## config.mk

```make
export PLATFORM = sky130hd
export DESIGN_NAME = ahb_reg_slave
export DESIGN_NICKNAME = d
export VERILOG_FILES = /design/src/rtl/ahb_pkg.sv /design/src/rtl/ahb_lane_decode.sv /design/src/rtl/ahb_reg_slave.sv
export SDC_FILE = /design/constraint.sdc
export NUM_CORES = 1
export LEC_CHECK = 0
export BUFFER_PORTS_ARGS = -buffer_cell sky130_fd_sc_hd__buf_2
export CELL_PAD_IN_SITES_DETAIL_PLACEMENT = 0
export CELL_PAD_IN_SITES_GLOBAL_PLACEMENT = 2
export CORE_ASPECT_RATIO = 0.8
export CORE_MARGIN = 2
export CORE_UTILIZATION = 28
export CTS_CLUSTER_SIZE = 14
export DETAILED_ROUTE_END_ITERATION = 8
export PLACE_DENSITY = 0.86
export SLEW_MARGIN = 0
export SYNTH_ARGS = -nofsm -noshare
export SYNTH_HDL_FRONTEND = slang
export SYNTH_HIERARCHICAL = 1
export SYNTH_SLANG_ARGS = --single-unit
```

## constraint.sdc

```tcl
create_clock -name hclk -period 2.1 [get_ports hclk]
set_clock_uncertainty 0.2 [all_clocks]
set_input_delay 0.315 -clock hclk [delete_from_list [all_inputs] [get_ports hclk]]
set_output_delay 0.315 -clock hclk [all_outputs]
set_load 0.05 [all_outputs]
```

## src/rtl/ahb_pkg.sv

```systemverilog
// Shared AHB-Lite types and constants for the register slave.
package ahb_pkg;

  typedef enum logic [1:0] {
    HTRANS_IDLE   = 2'd0,
    HTRANS_BUSY   = 2'd1,
    HTRANS_NONSEQ = 2'd2,
    HTRANS_SEQ    = 2'd3
  } htrans_t;

  localparam logic [2:0] HSIZE_BYTE = 3'd0;
  localparam logic [2:0] HSIZE_HALF = 3'd1;
  localparam logic [2:0] HSIZE_WORD = 3'd2;

  typedef enum logic [2:0] {
    ST_IDLE,
    ST_WAIT,
    ST_DATA,
    ST_ERR1,
    ST_ERR2
  } slv_state_t;

endpackage

```

## src/rtl/ahb_lane_decode.sv

```systemverilog
// Byte-lane strobes plus misalign/oversize flags for one AHB address phase.
module ahb_lane_decode
  import ahb_pkg::*;
#(
  parameter int unsigned DATA_WIDTH = 32
) (
  input  logic [2:0]              addr_lo,
  input  logic [2:0]              size,
  output logic [DATA_WIDTH/8-1:0] strb,
  output logic                    misalign,
  output logic                    oversize
);

  localparam int unsigned NB     = DATA_WIDTH / 8;
  localparam int unsigned LOG_NB = $clog2(NB);

  logic [3:0] mask;
  logic [3:0] off;
  logic [3:0] nbytes;

  always_comb begin
    // Sizes of 16 bytes and above wrap mask to all-ones; they are oversize anyway.
    mask     = (4'd1 << size) - 4'd1;
    misalign = |({1'b0, addr_lo} & mask);
    oversize = (size > 3'(LOG_NB)) || (size > HSIZE_WORD);
    off      = {1'b0, addr_lo} & 4'(NB - 1);
    nbytes   = 4'd1 << size;
    strb     = '0;
    for (int unsigned i = 0; i < NB; i++) begin
      if ((4'(i) >= off) && (4'(i) < off + nbytes)) strb[i] = 1'b1;
    end
  end

endmodule

```

## src/rtl/ahb_reg_slave.sv

```systemverilog
// AHB-Lite register slave: RW bank, RO status words, byte-lane writes, wait states, 2-cycle ERROR.
module ahb_reg_slave
  import ahb_pkg::*;
#(
  parameter int unsigned DATA_WIDTH  = 32,
  parameter int unsigned ADDR_WIDTH  = 8,
  parameter int unsigned NUM_RW      = 4,
  parameter int unsigned NUM_RO      = 2,
  parameter int unsigned WAIT_STATES = 0
) (
  input  logic                         hclk,
  input  logic                         hreset_n,
  input  logic                         hsel,
  input  logic [ADDR_WIDTH-1:0]        haddr,
  input  logic [1:0]                   htrans,
  input  logic                         hwrite,
  input  logic [2:0]                   hsize,
  input  logic [DATA_WIDTH-1:0]        hwdata,
  input  logic                         hready,
  input  logic [NUM_RO*DATA_WIDTH-1:0] ro_status,
  output logic [DATA_WIDTH-1:0]        hrdata,
  output logic                         hreadyout,
  output logic                         hresp,
  output logic [NUM_RW*DATA_WIDTH-1:0] rw_regs,
  output logic [NUM_RW-1:0]            wr_pulse
);

  localparam int unsigned NB     = DATA_WIDTH / 8;
  localparam int unsigned LOG_NB = $clog2(NB);
  localparam int unsigned NUM_W  = NUM_RW + NUM_RO;

  slv_state_t                  state_q, state_d;
  logic [1:0]                  cnt_q, cnt_d;
  logic [ADDR_WIDTH-1:0]       haddr_q;
  logic                        write_q;
  logic [NB-1:0]               strb_q;
  logic [NUM_RW*DATA_WIDTH-1:0] rw_q;
  logic [NUM_RW-1:0]           wr_pulse_q;

  logic [NB-1:0]         strb_in;
  logic                  misalign, oversize;
  logic [ADDR_WIDTH-1:0] idx_in, idx_q;
  logic                  accept, take, dec_err;

  ahb_lane_decode #(.DATA_WIDTH(DATA_WIDTH)) u_lane_decode (
    .addr_lo  (haddr[2:0]),
    .size     (hsize),
    .strb     (strb_in),
    .misalign (misalign),
    .oversize (oversize)
  );

  assign idx_in  = haddr >> LOG_NB;
  assign idx_q   = haddr_q >> LOG_NB;
  assign accept  = hsel && hready &&
                   ((htrans == HTRANS_NONSEQ) || (htrans == HTRANS_SEQ));
  assign dec_err = misalign || oversize ||
                   (idx_in >= ADDR_WIDTH'(NUM_W)) ||
                   (hwrite && (idx_in >= ADDR_WIDTH'(NUM_RW)));
  // A new address phase can only be taken while our own data phase is not stalling.
  assign take    = accept && ((state_q == ST_IDLE) || (state_q == ST_DATA) ||
                              (state_q == ST_ERR2));

  always_ff @(posedge hclk or negedge hreset_n) begin
    if (!hreset_n) begin
      state_q <= ST_IDLE;
      cnt_q   <= '0;
      haddr_q <= '0;
      write_q <= 1'b0;
      strb_q  <= '0;
    end else begin
      state_q <= state_d;
      cnt_q   <= cnt_d;
      if (take) begin
        haddr_q <= haddr;
        write_q <= hwrite;
        strb_q  <= strb_in;
      end
    end
  end

  always_comb begin
    state_d   = state_q;
    cnt_d     = cnt_q;
    hreadyout = 1'b1;
    hresp     = 1'b0;
    case (state_q)
      ST_WAIT: begin
        hreadyout = 1'b0;
        cnt_d     = cnt_q - 2'd1;
        if (cnt_q == 2'd1) state_d = ST_DATA;
      end
      ST_ERR1: begin
        hreadyout = 1'b0;
        hresp     = 1'b1;
        state_d   = ST_ERR2;
      end
      default: begin
        if (state_q == ST_ERR2) hresp = 1'b1;
        state_d = ST_IDLE;
        if (take) begin
          if (dec_err) begin
            state_d = ST_ERR1;
          end else if (WAIT_STATES != 0) begin
            state_d = ST_WAIT;
            cnt_d   = 2'(WAIT_STATES);
          end else begin
            state_d = ST_DATA;
          end
        end
      end
    endcase
  end

  always_ff @(posedge hclk or negedge hreset_n) begin
    if (!hreset_n) begin
      rw_q       <= '0;
      wr_pulse_q <= '0;
    end else begin
      wr_pulse_q <= '0;
      if ((state_q == ST_DATA) && write_q) begin
        for (int unsigned r = 0; r < NUM_RW; r++) begin
          if (idx_q == ADDR_WIDTH'(r)) begin
            wr_pulse_q[r] <= 1'b1;
            for (int unsigned b = 0; b < NB; b++) begin
              if (strb_q[b]) rw_q[r*DATA_WIDTH + b*8 +: 8] <= hwdata[b*8 +: 8];
            end
          end
        end
      end
    end
  end

  always_comb begin
    hrdata = '0;
    if ((state_q == ST_DATA) && !write_q) begin
      for (int unsigned r = 0; r < NUM_RW; r++) begin
        if (idx_q == ADDR_WIDTH'(r)) hrdata = rw_q[r*DATA_WIDTH +: DATA_WIDTH];
      end
      for (int unsigned k = 0; k < NUM_RO; k++) begin
        if (idx_q == ADDR_WIDTH'(NUM_RW + k)) hrdata = ro_status[k*DATA_WIDTH +: DATA_WIDTH];
      end
    end
  end

  assign rw_regs  = rw_q;
  assign wr_pulse = wr_pulse_q;

endmodule
```

**Word-level counts from Yosys, hierarchy flattened**

Cells that the tools add are included.

- Input port bits: 114
- Flip-flop bits (word level): 150
- Output and inout port bits: 166

- Bitwise operators: 1
- Mux-type cells: 23
- Shift-type cells: 1
- Reductions and logical operators: 37
- Order comparisons: 11
- Add/subtract/negate cells: 3
- Equal/unequal tests: 13

Operators with widths:

| kind | number |
|---|---|
| $mux 32 | 7 |
| $reduce_and 3->1 | 16 |
| $eq 6x2->1 const B | 2 |
| $eq 6x3->1 const B | 2 |
| $ge 6x3->1 const B | 2 |
| $mux 1 | 11 |
| $logic_and 1x1->1 | 10 |
| $logic_not 8->1 | 1 |
| $lt 1x4->1 const A | 2 |
| $lt 2x4->1 const A | 2 |
| $eq 3x2->1 const B | 2 |
| $eq 6x1->1 const B | 1 |
| $logic_or 1x1->1 | 6 |
| $pmux 3 s2 | 1 |
| $add 2x4->4 | 1 |
| $and 3x4->4 | 1 |
| $eq 2x2->1 const B | 2 |
| $ge 1x2->1 const A | 2 |
| $ge 2x2->1 const A | 2 |
| $mux 4 | 1 |
| $reduce_or 4->1 | 1 |
| $shl 1x3->4 const A | 1 |
| $sub 4x1->4 const B | 1 |
| $eq 3x1->1 const B | 1 |
| other kinds (11) | 11 |

**Logic depth before layout (Yosys ltp)**

- Word-level depth: 10
- Mapped depth: 8

**By module**

The synthesis kept the hierarchy.

By module, submodules not included:

| module | cells an instance | times used | sequential area each (µm²) | area an instance (µm²) |
|---|---|---|---|---|
| ahb_reg_slave | 686 | 1 | 3703.6 | 7921.3 |
| ahb_lane_decode | 22 | 1 | 0.0 | 186.4 |

**Worst setup path before layout**

OpenSTA, ideal clock, no wires.

- Kind: reg-to-output
- Start point: register haddr_q[5]
- End point: output hrdata[14]
- Data arrival time: 2353 ps
- Slack: -768 ps
- Cell stages (with the launch flop): 7
- Cells stage by stage: dfrtp_1 or4_1 buf_2 buf_6 nor3_2 o221ai_1 a31oi_1

- Longest elaborated chain between the ends: 8
- Elaborated cells on any way between the ends: 13
- Those cells by class: eq/ne (5); mux (7); reduce/logical (1)

Ends and longest elaborated chain:

| element | line | text |
|---|---|---|
| start: declaration | ahb_reg_slave.sv:34 | `logic [ADDR_WIDTH-1:0] haddr_q;` |
| start signal: assignment | ahb_reg_slave.sv:75 | `haddr_q <= haddr;` |
| $logic_not 8->1 | ahb_reg_slave.sv:138 | `if (idx_q == ADDR_WIDTH'(r)) hrdata = rw_q[r*DATA_WIDTH +: DATA_WIDTH];` |
| $mux 32 (4 in a row) | ahb_reg_slave.sv:138 |  |
| $mux 32 | ahb_reg_slave.sv:141 | `if (idx_q == ADDR_WIDTH'(NUM_RW + k)) hrdata = ro_status[k*DATA_WIDTH +: DATA_WIDTH];` |
| $mux 32 (*) | ahb_reg_slave.sv:141 |  |
| $mux 32 (*) | ahb_reg_slave.sv:136 | `if ((state_q == ST_DATA) && !write_q) begin` |
| end: declaration | ahb_reg_slave.sv:21 | `output logic [DATA_WIDTH-1:0] hrdata,` |

Every way passes the cells marked *; elsewhere a longest branch is shown, timed or not.

**Worst setup path in the final report**

- Start point: register haddr_q[6]
- End point: output hrdata[9]

The elaborated chain is that of the path after synthesis.

==> run summary <==
Post-synth top area share: 45.7%
Synth Area in Compound Gates: 12.2%
Measured slew at the worst slew-check pin: 0.549 ns
Starting Density: 28.6%
Worst setup EP type: output port
Final Wtd Congestion: 0.830
Cells after synthesis: 708
EDFF count, synth: 0
Root Buffer: clkbuf_16
Vias in the first global route: 8264
Chip Height: 156 um
Most frequent cell after synthesis: dfrtp_1
RSZ-0062 raised after global routing: yes
Final core occ: 48.9%
Largest family of logic cells by synthesized area: multiplexers
Worst IR Drop VDD: 586 uV
Clock buffer depth: 2
Initial DRC Count: 370
Drt pass-1 iters: 4
CTS Buf Count: 17
# DRC: 0
Hold WC Path Type: input port to register
P_leak: 6.18 nW
Async SR Flop Fraction: 100%
WP data required: 1.58 ns
Final Cell Area: 13900 sq um
Synth Area per Inst: 11.5 sq um
Maximum capacitance violations: 0
Synth Area in Adders: 0.864%
Netlist cell types: 48
Final WL: 35.8 mm
H-Tree Depth: 4
Dpl cells: 1419
Failing checks: negative setup slack
Die footprint: 30300 sq um
Number of port buffers: 278
CTS tree: done
Synth Area in Simple Gates: 18.0%
Core area: 28400 sq um
Io pins: 280
Max_slew headroom: 63.4%
Antenna violations before repair: 2
Final critical-path setup slack: -0.774 ns
Setup-failing EPs final: 160
Layout Area Growth over Synthesis: 70.9%
Fraction of layout cells with a size suffix above 1: 66.3%
Cell area after synthesis: 8110 sq um
Placement Cell Area: 11300 sq um
Wirelength per Cell: 23.9 um
Synth top area cells: dfrtp_1 46%, mux2_1 18%, nor3_2 3.2%
Overall global routing resource usage: 23.1%
CP Launch Type: register
Die Wd: 194 um
Clock sinks: 148
Routed Antenna Nets: 0
Multiplexer share of the synthesized area: 19.3%
Crit path time final: 2.87 ns
Flop and latch count out of synthesis: 148
Fill count: 2605
CTS clock-pin slew for the worst setup and hold paths: 0.06 ns
Synth cell count leaders: 148 x dfrtp_1, 128 x mux2_1, 37 x o21ai_0
Largest net degree at the start of global routing: 52
Vias/cell: 5.22
Setup TNS: -42.13 ns
YS warnings: 6
Synth Flop Type: dfrtp_1
Vias: 7823
Sequential element share of the synthesized area: 45.7%
Crit Path Max Fanout: 16
Pins Over Slew Limit: 0
First-pass GRT wire length: 53.0 mm
P per Cell Area: 850 nW/um^2
Clk_lat worst skew: 0.41 ns
Power Total: 11.8 mW
Row count: 55
Post-route insts no fill: 1500
Nets: 1235
Post-Synth XOR/XNOR Area: 0.108%
Fin. Hold Viols: 0
Synth Net Count: 827
Critical Path AT: 2.36 ns
Status: finished with violations
Max Freq: 348 MHz
Final HPWL DP: 23.7 mm
Area leader, netlist: dfrtp_1
WS Path Type: register to output port
Tcrit/Tclk final: 137%
Grt total ovfl: 0
==> through the flow <==
stage / hold slack [ns] / worst slack (ns)
final: 0.0289 / -0.774
after global routing: 0.00554 / -0.845
after CTS: 0.00282 / -0.734
after detailed placement: 0.111 / -0.588
after global placement: 0.104 / -0.584
after floorplan: -0.181 / -0.314
==> worst paths after layout <==
path,start,cells after the start,endpoint,slack [ns]
worst min-delay path,hwdata[2],2,rw_regs[34],0.03
min in group asynchronous,hreset_n,2,rw_regs[53],0.24
max in group asynchronous,hreset_n,3,rw_regs[99],0.82
worst max-delay path,haddr_q[6],7,hrdata[9],-0.77
worst min register to register,cnt_q[0],1,cnt_q[0],0.27
worst max register to register,haddr_q[6],8,rw_regs[33],-0.31
==> placed cells by master, fill, tap and decap left out, types with 12 or more instances in the layout <==
cell type and count:
buf_6 60, nor2_1 33, clkbuf_16 19, and3_1 28
dlygate4sd3_1 38, nor3_2 17, buf_4 76, nand2b_1 30
buf_2 244, o221ai_2 27, nand3_1 29, o21ai_2 24
a22oi_1 28, buf_12 15, dfrtp_1 146, a31oi_4 32
nand3_4 12, mux2_4 128
==> critical path: stages (launching register included) <==
cell	delay (ns)
dfrtp_1	0.40
buf_4	0.14
or4_4	0.47
buf_12	0.19
nor3_4	0.21
o221ai_4	0.16
a31oi_4	0.20
buf_6	0.17
==> layout make-up <==
| cell class | count | area [sq um] | share of cell area [%] |
|---|---|---|---|
| Sequential cell | 148 | 3710 | 26.8 |
| Timing Repair Buffer | 445 | 3420 | 24.7 |
| Clock inverter | 12 | 133 | 0.957 |
| Inverter | 6 | 22.5 | 0.163 |
| Multi-Input combinational cell | 498 | 5670 | 40.9 |
| Antenna cell | 1 | 2.50 | 0.0181 |
| Clock buffer | 20 | 437 | 3.15 |
| Tap cell | 370 | 463 | 3.34 |
==> cell families after synthesis <==
family / count (synthesis)
AND/OR/NAND/NOR: 209
flip-flops: 148
AO/OA/AOI/OAI: 144
multiplexers: 139
buffers and inverters: 62
adder cells (fa/ha/maj): 5
XOR/XNOR: 1
==> sequential cells by signal (all words and copies together) (netlist names) <==
| signal | flops |
|---|---|
| write_q | 1 |
| wr_pulse | 4 |
| state_q | 3 |
| rw_regs | 128 |
| strb_q | 4 |
| cnt_q | 2 |
| haddr_q | 6 |
==> power by group <==
group          internal, mW  total (mW)  switching, mW
registers              3.11        3.46          0.355
logic                  2.15        5.35           3.20
clock network          1.75        2.96           1.21
total                  7.01        11.8           4.76
==> per-layer routing <==
| layer | wire, um | global-route usage, % | up-vias |
|---|---|---|---|
| li1 | - | - | 3480 |
| met1 | 16300 | 31.5 | 3944 |
| met2 | 16200 | 36.8 | 351 |
| met3 | 2540 | 5.32 | 48 |
| met4 | 739 | 6.53 | 0 |
| met5 | 0 | 0 | - |
==> what timing repair did <==
| action | 4_1_cts | 5_1_grt |
|---|---|---|
| buffers inserted | 12 | 7 |
| hold buffers | 38 | 0 |
| endpoints found under the hold margin | 165 | 0 |
| gates cloned | 7 | 2 |
| endpoints found under the setup margin | 161 | 161 |
| pin swaps | 8 | 19 |
| gates resized for setup | 284 | 87 |
No activity file was read; power rests on OpenSTA's default activity.
